File: src/rtl/dtree_pkg.sv
// Shared types and defaults for the serial decision-tree front-end.
// Feature slot k occupies bits [k*FEAT_W +: FEAT_W] of the feature bus.
package dtree_pkg;

  localparam int DEF_NUM_FEAT = 5;
  localparam int DEF_FEAT_W   = 8;
  localparam int DEF_CLASS_W  = 5;
  localparam int DEF_TIMEOUT  = 15;

  typedef enum logic [1:0] {
    LOAD = 2'd0,
    EVAL = 2'd1,
    HOLD = 2'd2
  } state_e;

  function automatic int slot_lo(input int k, input int w);
    return k * w;
  endfunction

endpackage

File: src/rtl/dtree_feat_shiftreg.sv
// Slot-addressed feature register bank.
// One slot is written per enabled cycle; all other slots hold.
module dtree_feat_shiftreg
  import dtree_pkg::*;
#(
  parameter int NUM_FEAT = DEF_NUM_FEAT,
  parameter int FEAT_W   = DEF_FEAT_W,
  parameter int IDX_W    = $clog2(DEF_NUM_FEAT)
) (
  input  logic                       clk,
  input  logic                       rst_n,
  input  logic                       we,
  input  logic [IDX_W-1:0]           idx,
  input  logic [FEAT_W-1:0]          din,
  output logic [NUM_FEAT*FEAT_W-1:0] bus
);

  always_ff @(posedge clk) begin
    if (!rst_n) begin
      bus <= '0;
    end else if (we) begin
      for (int k = 0; k < NUM_FEAT; k++) begin
        if (idx == IDX_W'(k)) begin
          bus[slot_lo(k, FEAT_W) +: FEAT_W] <= din;
        end
      end
    end
  end

endmodule

File: src/rtl/dtree_serial_ctrl.sv
// Serial feature loader, classifier sequencer and result register
// for the printed decision-tree classifiers.
module dtree_serial_ctrl
  import dtree_pkg::*;
#(
  parameter int NUM_FEAT = DEF_NUM_FEAT,
  parameter int FEAT_W   = DEF_FEAT_W,
  parameter int CLASS_W  = DEF_CLASS_W,
  parameter int TIMEOUT  = DEF_TIMEOUT
) (
  input  logic                       clk,
  input  logic                       rst_n,
  input  logic                       in_valid,
  output logic                       in_ready,
  input  logic [FEAT_W-1:0]          in_data,
  input  logic                       in_last,
  output logic [NUM_FEAT*FEAT_W-1:0] feat_bus,
  input  logic [CLASS_W-1:0]         cls_in,
  output logic                       out_valid,
  input  logic                       out_ready,
  output logic [CLASS_W-1:0]         out_class,
  output logic                       err_frame,
  output logic [15:0]                frame_cnt
);

  localparam int IDX_W  = $clog2(NUM_FEAT);
  localparam int IDLE_W = $clog2(TIMEOUT + 1);

  localparam logic [IDX_W-1:0]  LAST_IDX = IDX_W'(NUM_FEAT - 1);
  localparam logic [IDLE_W-1:0] IDLE_MAX = IDLE_W'(TIMEOUT - 1);

  state_e             state, state_d;
  logic [IDX_W-1:0]   idx, idx_d;
  logic [IDLE_W-1:0]  idle_cnt, idle_d;
  logic               err_d;
  logic               oval_d;
  logic [CLASS_W-1:0] ocls_d;
  logic [15:0]        fcnt_d;
  logic               acc;
  logic               we;

  assign in_ready = (state == LOAD);
  assign acc      = in_valid & in_ready;

  dtree_feat_shiftreg #(
    .NUM_FEAT (NUM_FEAT),
    .FEAT_W   (FEAT_W),
    .IDX_W    (IDX_W)
  ) u_feat (
    .clk   (clk),
    .rst_n (rst_n),
    .we    (we),
    .idx   (idx),
    .din   (in_data),
    .bus   (feat_bus)
  );

  always_comb begin
    state_d = state;
    idx_d   = idx;
    idle_d  = idle_cnt;
    err_d   = 1'b0;
    oval_d  = out_valid;
    ocls_d  = out_class;
    fcnt_d  = frame_cnt;
    we      = 1'b0;
    unique case (state)
      LOAD: begin
        if (acc) begin
          we     = 1'b1;
          idle_d = '0;
          if (idx == LAST_IDX && in_last) begin
            state_d = EVAL;
            idx_d   = '0;
          end else if (idx != LAST_IDX && !in_last) begin
            idx_d = idx + IDX_W'(1);
          end else begin
            err_d = 1'b1;
            idx_d = '0;
          end
        end else if (idx != '0) begin
          // Partial frame went quiet: give up after TIMEOUT idle cycles
          if (idle_cnt == IDLE_MAX) begin
            err_d  = 1'b1;
            idx_d  = '0;
            idle_d = '0;
          end else begin
            idle_d = idle_cnt + IDLE_W'(1);
          end
        end else begin
          idle_d = '0;
        end
      end
      EVAL: begin
        ocls_d  = cls_in;
        oval_d  = 1'b1;
        fcnt_d  = frame_cnt + 16'd1;
        state_d = HOLD;
      end
      HOLD: begin
        if (out_valid && out_ready) begin
          oval_d  = 1'b0;
          state_d = LOAD;
        end
      end
      default: begin
        state_d = LOAD;
        idx_d   = '0;
        idle_d  = '0;
      end
    endcase
  end

  always_ff @(posedge clk) begin
    if (!rst_n) begin
      state     <= LOAD;
      idx       <= '0;
      idle_cnt  <= '0;
      err_frame <= 1'b0;
      out_valid <= 1'b0;
      out_class <= '0;
      frame_cnt <= '0;
    end else begin
      state     <= state_d;
      idx       <= idx_d;
      idle_cnt  <= idle_d;
      err_frame <= err_d;
      out_valid <= oval_d;
      out_class <= ocls_d;
      frame_cnt <= fcnt_d;
    end
  end

endmodule

File: config.mk
export PLATFORM = sky130hd
export DESIGN_NAME = dtree_serial_ctrl
export DESIGN_NICKNAME = d
export VERILOG_FILES = /design/src/rtl/dtree_pkg.sv /design/src/rtl/dtree_feat_shiftreg.sv /design/src/rtl/dtree_serial_ctrl.sv
export SDC_FILE = /design/constraint.sdc
export NUM_CORES = 1
export LEC_CHECK = 0
export ABC_CLOCK_PERIOD_IN_PS = 4860
export CAP_MARGIN = 15
export CORE_MARGIN = 2
export CORE_UTILIZATION = 50
export DETAILED_ROUTE_END_ITERATION = 16
export PLACE_DENSITY_LB_ADDON = 0.15
export SYNTH_ARGS = -nofsm -noshare
export SYNTH_HDL_FRONTEND = slang
export SYNTH_SLANG_ARGS = --single-unit
File: constraint.sdc
create_clock -name clk -period 4.86 [get_ports clk]
set_input_delay 1.215 -clock clk [delete_from_list [all_inputs] [get_ports clk]]
set_output_delay 1.215 -clock clk [all_outputs]
set_load 0.01 [all_outputs]
==> results of run 1 <==
## cell type report
cell class,instances,area (µm²),share of cell area [%]
multi-input combinational,257,1450,35.67
sequential,72,1441,35.46
timing repair buffer,81,810.8,19.94
clock buffer,10,127.6,3.139
clock inverter,6,107.6,2.647
tap,75,93.84,2.308
inverter,9,33.78,0.8310
## worst max path at each step
stage                          start                     endpoint  slack (ps)  cells past startpoint
2_1_floorplan               in_valid  u_feat.bus[23]$_SDFFE_PN0P_        2700                      6
3_3_place_gp                   rst_n    out_class[2]$_SDFFE_PN0P_        1880                      3
3_5_place_dp                   rst_n  u_feat.bus[26]$_SDFFE_PN0P_        1800                      3
4_1_cts        state[0]$_SDFFE_PN0P_                     in_ready        1950                      3
5_1_grt        state[0]$_SDFFE_PN0P_                     in_ready        1870                      3
6_report       state[0]$_SDFFE_PN0P_                     in_ready        1960                      3
## through the flow
| stage | cells | hold WS, ps | power [W] | utilization [%] | setup WS, ps |
|---|---|---|---|---|---|
| 6_report | 510 | 458.1 | 0.001222 | 69.48 | 1959 |
| 5_1_grt | 510 | 477.3 | 0.001264 | 69.48 | 1873 |
| 4_1_cts | 510 | 459.5 | 0.001228 | 69.48 | 1951 |
| 3_5_place_dp | 494 | 449.1 | 0.0006772 | 65.46 | 1799 |
| 3_3_place_gp | 494 | 442.7 | 0.0006753 | 65.46 | 1876 |
| 2_1_floorplan | 353 | 463.9 | 0.0006406 | - | 2695 |
## placed cells by master (no fill, tap or decap)
| cell | synthesis | layout |
|---|---|---|
| nand2b_1 | 6 | 6 |
| clkbuf_1 | 11 | 1 |
| nor2_1 | 28 | 28 |
| ha_1 | 13 | 13 |
| or3b_1 | 1 | 1 |
| nor3_1 | 4 | 4 |
| and2_1 | 3 | 3 |
| o221a_2 | 1 | 1 |
| or4_1 | 1 | 1 |
| nor2b_1 | 2 | 2 |
| nand3_1 | 9 | 9 |
| and4_4 | 1 | 1 |
| a21boi_0 | 1 | 1 |
| a32oi_1 | 1 | 1 |
| clkinv_2 | 0 | 2 |
| and3_1 | 2 | 2 |
| nand2_1 | 90 | 90 |
| a21o_1 | 1 | 1 |
| inv_1 | 8 | 8 |
| nor3b_1 | 1 | 1 |
| or3_1 | 4 | 4 |
| nand2_2 | 1 | 1 |
| and4_1 | 1 | 1 |
| dfxtp_1 | 72 | 72 |
| nand4_1 | 8 | 8 |
| clkinvlp_4 | 0 | 1 |
| inv_2 | 1 | 1 |
| a21oi_1 | 42 | 42 |
| and3b_1 | 1 | 1 |
| xor2_1 | 6 | 6 |
| bufinv_16 | 0 | 3 |
| o21ai_0 | 3 | 3 |
| clkdlybuf4s50_1 | 0 | 81 |
| or3_2 | 1 | 1 |
| o31ai_1 | 1 | 1 |
| xnor2_1 | 3 | 3 |
| mux2i_1 | 21 | 21 |
| clkbuf_8 | 0 | 9 |
## routing by layer
layer	up-vias	global-route usage [%]	routed length, µm
met5	-	0	0
met4	0	7.288	70
met3	9	7.889	464
met2	76	31.89	3306
met1	1245	28.41	3156
li1	1331	-	-
## cells in the mapped netlist
cell type	n
nand2_2	1
a21boi_0	1
or3_2	1
or4_1	1
nand2b_1	6
and4_4	1
nor3b_1	1
mux2i_1	21
nor2b_1	2
ha_1	13
clkbuf_1	11
dfxtp_1	72
nand2_1	90
nand3_1	9
and3b_1	1
and2_1	3
buf_2	4
and4_1	1
inv_1	8
xor2_1	6
nor3_1	4
o221a_2	1
a21o_1	1
nor2_1	28
o21ai_0	3
or3b_1	1
and3_1	2
o31ai_1	1
xnor2_1	3
or3_1	4
inv_2	1
a21oi_1	42
nand4_1	8
a32oi_1	1
## registers in the layout, summed over array words and instances (netlist names)
register	flops
u_feat.bus	40
frame_cnt	16
out_class	5
idle_cnt	4
idx	3
state	2
err_frame	1
out_valid	1
## where the power goes
part	leakage (nW)	internal, W	switching [W]
sequential	0.582	0.000596	0.00000342
clock	0.116	0.000339	0.000219
combinational	0.814	0.0000290	0.0000352
total	1.51	0.000964	0.000258
## cells by family after synthesis
logic type               Yosys count
flip-flops                        72
AO/OA/AOI/OAI                     50
AND/OR/NAND/NOR                  164
multiplexers                      21
buffers and inverters             24
XOR/XNOR                           9
adder cells (fa/ha/maj)           13
## critical path: stages (launching register included)
cell and delay (ps):
dfxtp_1 330, inv_1 80, ha_1 330, clkdlybuf4s50_1 600
==> impl_metrics.json, run 1 <==
{
  "synth_xor_area_share_pct": 2.639,
  "synth_largest_area_cell": "dfxtp_1",
  "netlist-cell-type-count": 34,
  "drv_slew": 0,
  "ios": 82,
  "critical_path.startpoint_type": "flop",
  "antenna_cells": 0,
  "cp_data_arrival_time_ps": 1690,
  "initialDrtViolationCount": 135,
  "ctsHoldBuffers": 0,
  "timing.slew.headroom_pct": 29.21,
  "grt_usage_pct": 21.37,
  "routed_wirelength_mm": 6.997,
  "grt_start_max_net_pins": 65,
  "synthToLayoutAreaGrowth_pct": 36.11,
  "hold_depth": 2,
  "yosys_warnings": 0,
  "htree_num_levels": 3,
  "cts_tree": "yes",
  "core-area_mm2": 0.005851,
  "worst_hold_startpoint": "u_feat.bus[15]$_SDFFE_PN0P_",
  "place.gp.congestion": 0.7909,
  "compound_cell_area_share_of_the_yosys_netlist_pct": 8.965,
  "reg2reg_depth": 6,
  "reg_to_reg_critical_path_startpoint": "state[1]$_SDFFE_PN0P_",
  "wire_per_inst_um": 13.72,
  "hold_violations": 0,
  "setup_repair_after_global_routing_missed_its_margin": "no",
  "synth.area.mux_share_pct": 7.038,
  "worstPathMaxFanout": 9,
  "vias_per_cell": 5.218,
  "cts.reportedPaths.clkPinSlew_ps": 80,
  "holdPathEnd": "u_feat.bus[15]$_SDFFE_PN0P_",
  "final_area_mm2": 0.004065,
  "worst_pin_slew_ps": 1062,
  "yosys.area.top_type_share_pct": 48.26,
  "finalSetupTns_ps": 0,
  "grt_first_pass_wirelength_mm": 10.79,
  "antenna_violations_before_repair": 0,
  "cts_max_path_bufs": 2,
  "hold_path.class": "flop to flop",
  "post_synth_simple_gate_area_pct": 24.47,
  "synth_top_family_by_area": "simple AND/OR/NAND/NOR gates",
  "root_buffer": "clkbuf_8",
  "drc": 0,
  "synthTopCellsByArea": "dfxtp_1, nand2_1, a21oi_1",
  "mappedNetlistNets": 384,
  "initial_util_pct": 51.05,
  "timing.setup.critical_path_class": "flop to output pin",
  "route.antenna.remaining_nets": 0,
  "rows": 28,
  "synth_sequential_area_ratio_pct": 48.26,
  "synthesis.instances": 353,
  "layout-drive-gt1-share_pct": 4.598,
  "placed_cell_area_mm2": 0.003830,
  "insertion_delay_ps": 340,
  "static_leakage_nw": 1.511,
  "detailedPlacementHpwl_mm": 4.786,
  "outcome": "completed",
  "globalRoute.totalOverflow": 0,
  "yosys_register_bits": 72,
  "drt_pre_antenna_iters": 4,
  "fmax_mhz": 344.7,
  "die_area_mm2": 0.006607,
  "dr_total_vias": 2661,
  "syn-cell-area_mm2": 0.002987,
  "post_cts_resize_count": 0,
  "report.final.setup_viol": 0,
  "grt_pass1_vias": 2321,
  "fin_crit_ps": 2901,
  "crit_path_end_kind": "output pin",
  "cts_post_setup_buffers_inserted": 0,
  "final.period_utilization_pct": 59.70,
  "max_cap_violations": 0,
  "cts_inserted_buffers": 9,
  "synth_fa_ha_area_share_pct": 5.446,
  "num-fill-cells": 463,
  "layout.nets": 461,
  "reg2reg_to": "frame_cnt[12]$_SDFFE_PN0P_",
  "die_w_um": 81.29,
  "fin_worst_skew_ps": 7.847,
  "port_buffers": 81,
  "fp.dieH_um": 81.29,
  "power_density_mw_per_mm2": 300.6,
  "average_cell_area_after_synthesis_um2": 8.461,
  "max-vdd-ir-drop_uv": 184.7,
  "worst_ep_required_time_ps": 3640,
  "r2r_setup_slack_ps": 2650,
  "cts_sinks": 72
}
Power figures use the tool's default switching activity.
==> inputs of run 2 (changes only) <==
- ABC_CLOCK_PERIOD_IN_PS: 4860 -> 2700
- CORE_UTILIZATION: 50 -> 48
- clock period: 4.86 -> 2.7 ns (I/O delays scaled with it)
==> run 2 against run 1 <==
Net effect: cell area shrank 0.18%; critical path type unchanged; count of clock-buffer cells in the layout is the same; highest routed layer unchanged; largest cell class unchanged; clock power rose by 57%; non-clock buffer count grew 3; cell count increased by 0.59%; hold slack better by 1.0 ps.
==> impl_metrics.json, run 2 (synthesis gave the netlist of run 1 again) <==
{
  "layout-drive-gt1-share_pct": 5.479,
  "largest_register_ff_count": 40,
  "htree_num_levels": 3,
  "instances_no_fill": 513,
  "fmax_mhz": 419.9,
  "hold_path.class": "flop to flop",
  "insertion_delay_ps": 350,
  "worst_hold_startpoint": "u_feat.bus[34]$_SDFFE_PN0P_",
  "root_buffer": "clkbuf_8",
  "crit_chain": "inv_1 -> ha_1 -> clkdlybuf4s50_1",
  "registers.top_by_ff_count": "u_feat.bus",
  "timing.setup.critical_path_class": "flop to output pin",
  "vias_per_cell": 5.127,
  "largestRegisters": "u_feat.bus: 40 flops, frame_cnt: 16 flops, out_class: 5 flops",
  "grt_pass1_vias": 2553,
  "core-area_mm2": 0.005956,
  "layout_common_cells": "nand2_1, clkdlybuf4s50_1, dfxtp_1, a21oi_1, nor2_1",
  "critical_path.startpoint_type": "flop",
  "initial_util_pct": 50.15,
  "antenna_violations_before_repair": 0,
  "drt_pre_antenna_iters": 4,
  "max-vdd-ir-drop_uv": 357.6,
  "power_density_mw_per_mm2": 510.3,
  "ctsHoldBuffers": 0,
  "fin_ws_ps": 318.3,
  "grt.met2_usage_pct": 32.70,
  "crit_path_end_kind": "output pin",
  "fin_crit_ps": 2382,
  "antenna_cells": 0,
  "worstPathMaxFanout": 9,
  "critical-path-max-stage-delay_ps": 600,
  "synthToLayoutAreaGrowth_pct": 35.86,
  "rows": 28,
  "cp_data_arrival_time_ps": 1710,
  "drc": 0,
  "hold_depth": 2,
  "timing.slew.headroom_pct": 61.14,
  "holdPathEnd": "u_feat.bus[34]$_SDFFE_PN0P_",
  "cts_sinks": 72,
  "post_cts_resize_count": 0,
  "fin_worst_skew_ps": 7.282,
  "initialDrtViolationCount": 83,
  "route.antenna.remaining_nets": 0,
  "preCtsSetupSlack_ps": 434.8,
  "layout.nets": 464,
  "dr_total_vias": 2630,
  "grt_start_max_net_pins": 40,
  "final.period_utilization_pct": 88.21,
  "drv_slew": 0,
  "report.final.setup_viol": 0,
  "globalRoute.totalOverflow": 0,
  "finalSetupTns_ps": 0,
  "setup_repair_after_global_routing_missed_its_margin": "no",
  "outcome": "completed",
  "fp.dieH_um": 82.88,
  "cts_max_path_bufs": 2,
  "detailedPlacementHpwl_mm": 4.969,
  "globalRouteMet3Util_pct": 6.958,
  "cts_tree": "yes",
  "die_area_mm2": 0.006869,
  "mostFrequentLayoutCell": "nand2_1",
  "placed_insts": 497,
  "reg2reg_depth": 8,
  "cts_post_setup_buffers_inserted": 0,
  "gr-max-usage-layer": "met2",
  "port_buffers": 81,
  "wire_per_inst_um": 13.52,
  "hold_violations": 0,
  "groute.layer.met1.usage_pct": 26.75,
  "worst_pin_slew_ps": 580.7,
  "final_area_mm2": 0.004058,
  "reg_to_reg_critical_path_startpoint": "idx[0]$_SDFFE_PN0P_",
  "max_cap_violations": 0,
  "ios": 82,
  "place.gp.congestion": 0.8136,
  "reg2reg_to": "idx[2]$_SDFFE_PN0P_",
  "cts_inserted_buffers": 9,
  "grt_usage_pct": 20.77,
  "static_leakage_nw": 1.509,
  "die_w_um": 82.88,
  "cts.reportedPaths.clkPinSlew_ps": 80,
  "worst_ep_required_time_ps": 2030,
  "r2r_setup_slack_ps": 930,
  "final_util_pct": 68.13,
  "grt_first_pass_wirelength_mm": 11.85,
  "placed_cell_area_mm2": 0.003852,
  "routed_wirelength_mm": 6.936,
  "library_cell_contributing_the_largest_single_delay_on_the_critical_path": "clkdlybuf4s50_1"
}
## run 2: through the flow
step | power, W | hold WS (ps)
3_5_place_dp | 0.001220 | 449.2
6_report | 0.002071 | 459.1
3_3_place_gp | 0.001218 | 440.4
2_1_floorplan | 0.001153 | 463.9
4_1_cts | 0.002081 | 459.9
5_1_grt | 0.002151 | 473.3
## run 2: worst max-delay path by stage
stage | to | start
after floorplan | u_feat.bus[23]$_SDFFE_PN0P_ | in_valid
after global placement | u_feat.bus[16]$_SDFFE_PN0P_ | in_valid
after detailed placement | u_feat.bus[28]$_SDFFE_PN0P_ | in_valid
after CTS | in_ready | state[0]$_SDFFE_PN0P_
after global routing | in_ready | state[1]$_SDFFE_PN0P_
final | in_ready | state[0]$_SDFFE_PN0P_
## run 2: final cells by class
class / instances / area (µm²)
clock buffer: 10 / 137.6
fill: 516 / 1898
clock inverter: 6 / 67.56
inverter: 9 / 33.78
multi-input combinational: 257 / 1450
sequential: 72 / 1441
timing repair buffer: 84 / 833.3
tap: 75 / 93.84
## run 2: metal layers
metal	vias up	part of all wire [%]
met5	-	0
met4	0	1.4
met3	12	6.0
met2	65	45
met1	1216	47
li1	1337	-
## run 2: report_power, final
group          internal [W]  leakage [nW]  total (W)  switching [W]
logic             0.0000539         0.829   0.000117      0.0000636
clock network      0.000455        0.0989   0.000875       0.000420
registers           0.00107         0.582    0.00108     0.00000598
## run 2: critical path: cells and delay by family (launching register included)
| family | cells | cell delay, ps |
|---|---|---|
| flip-flops | 1 | 340 |
| adder cells (fa/ha/maj) | 1 | 330 |
| buffers and inverters | 2 | 690 |
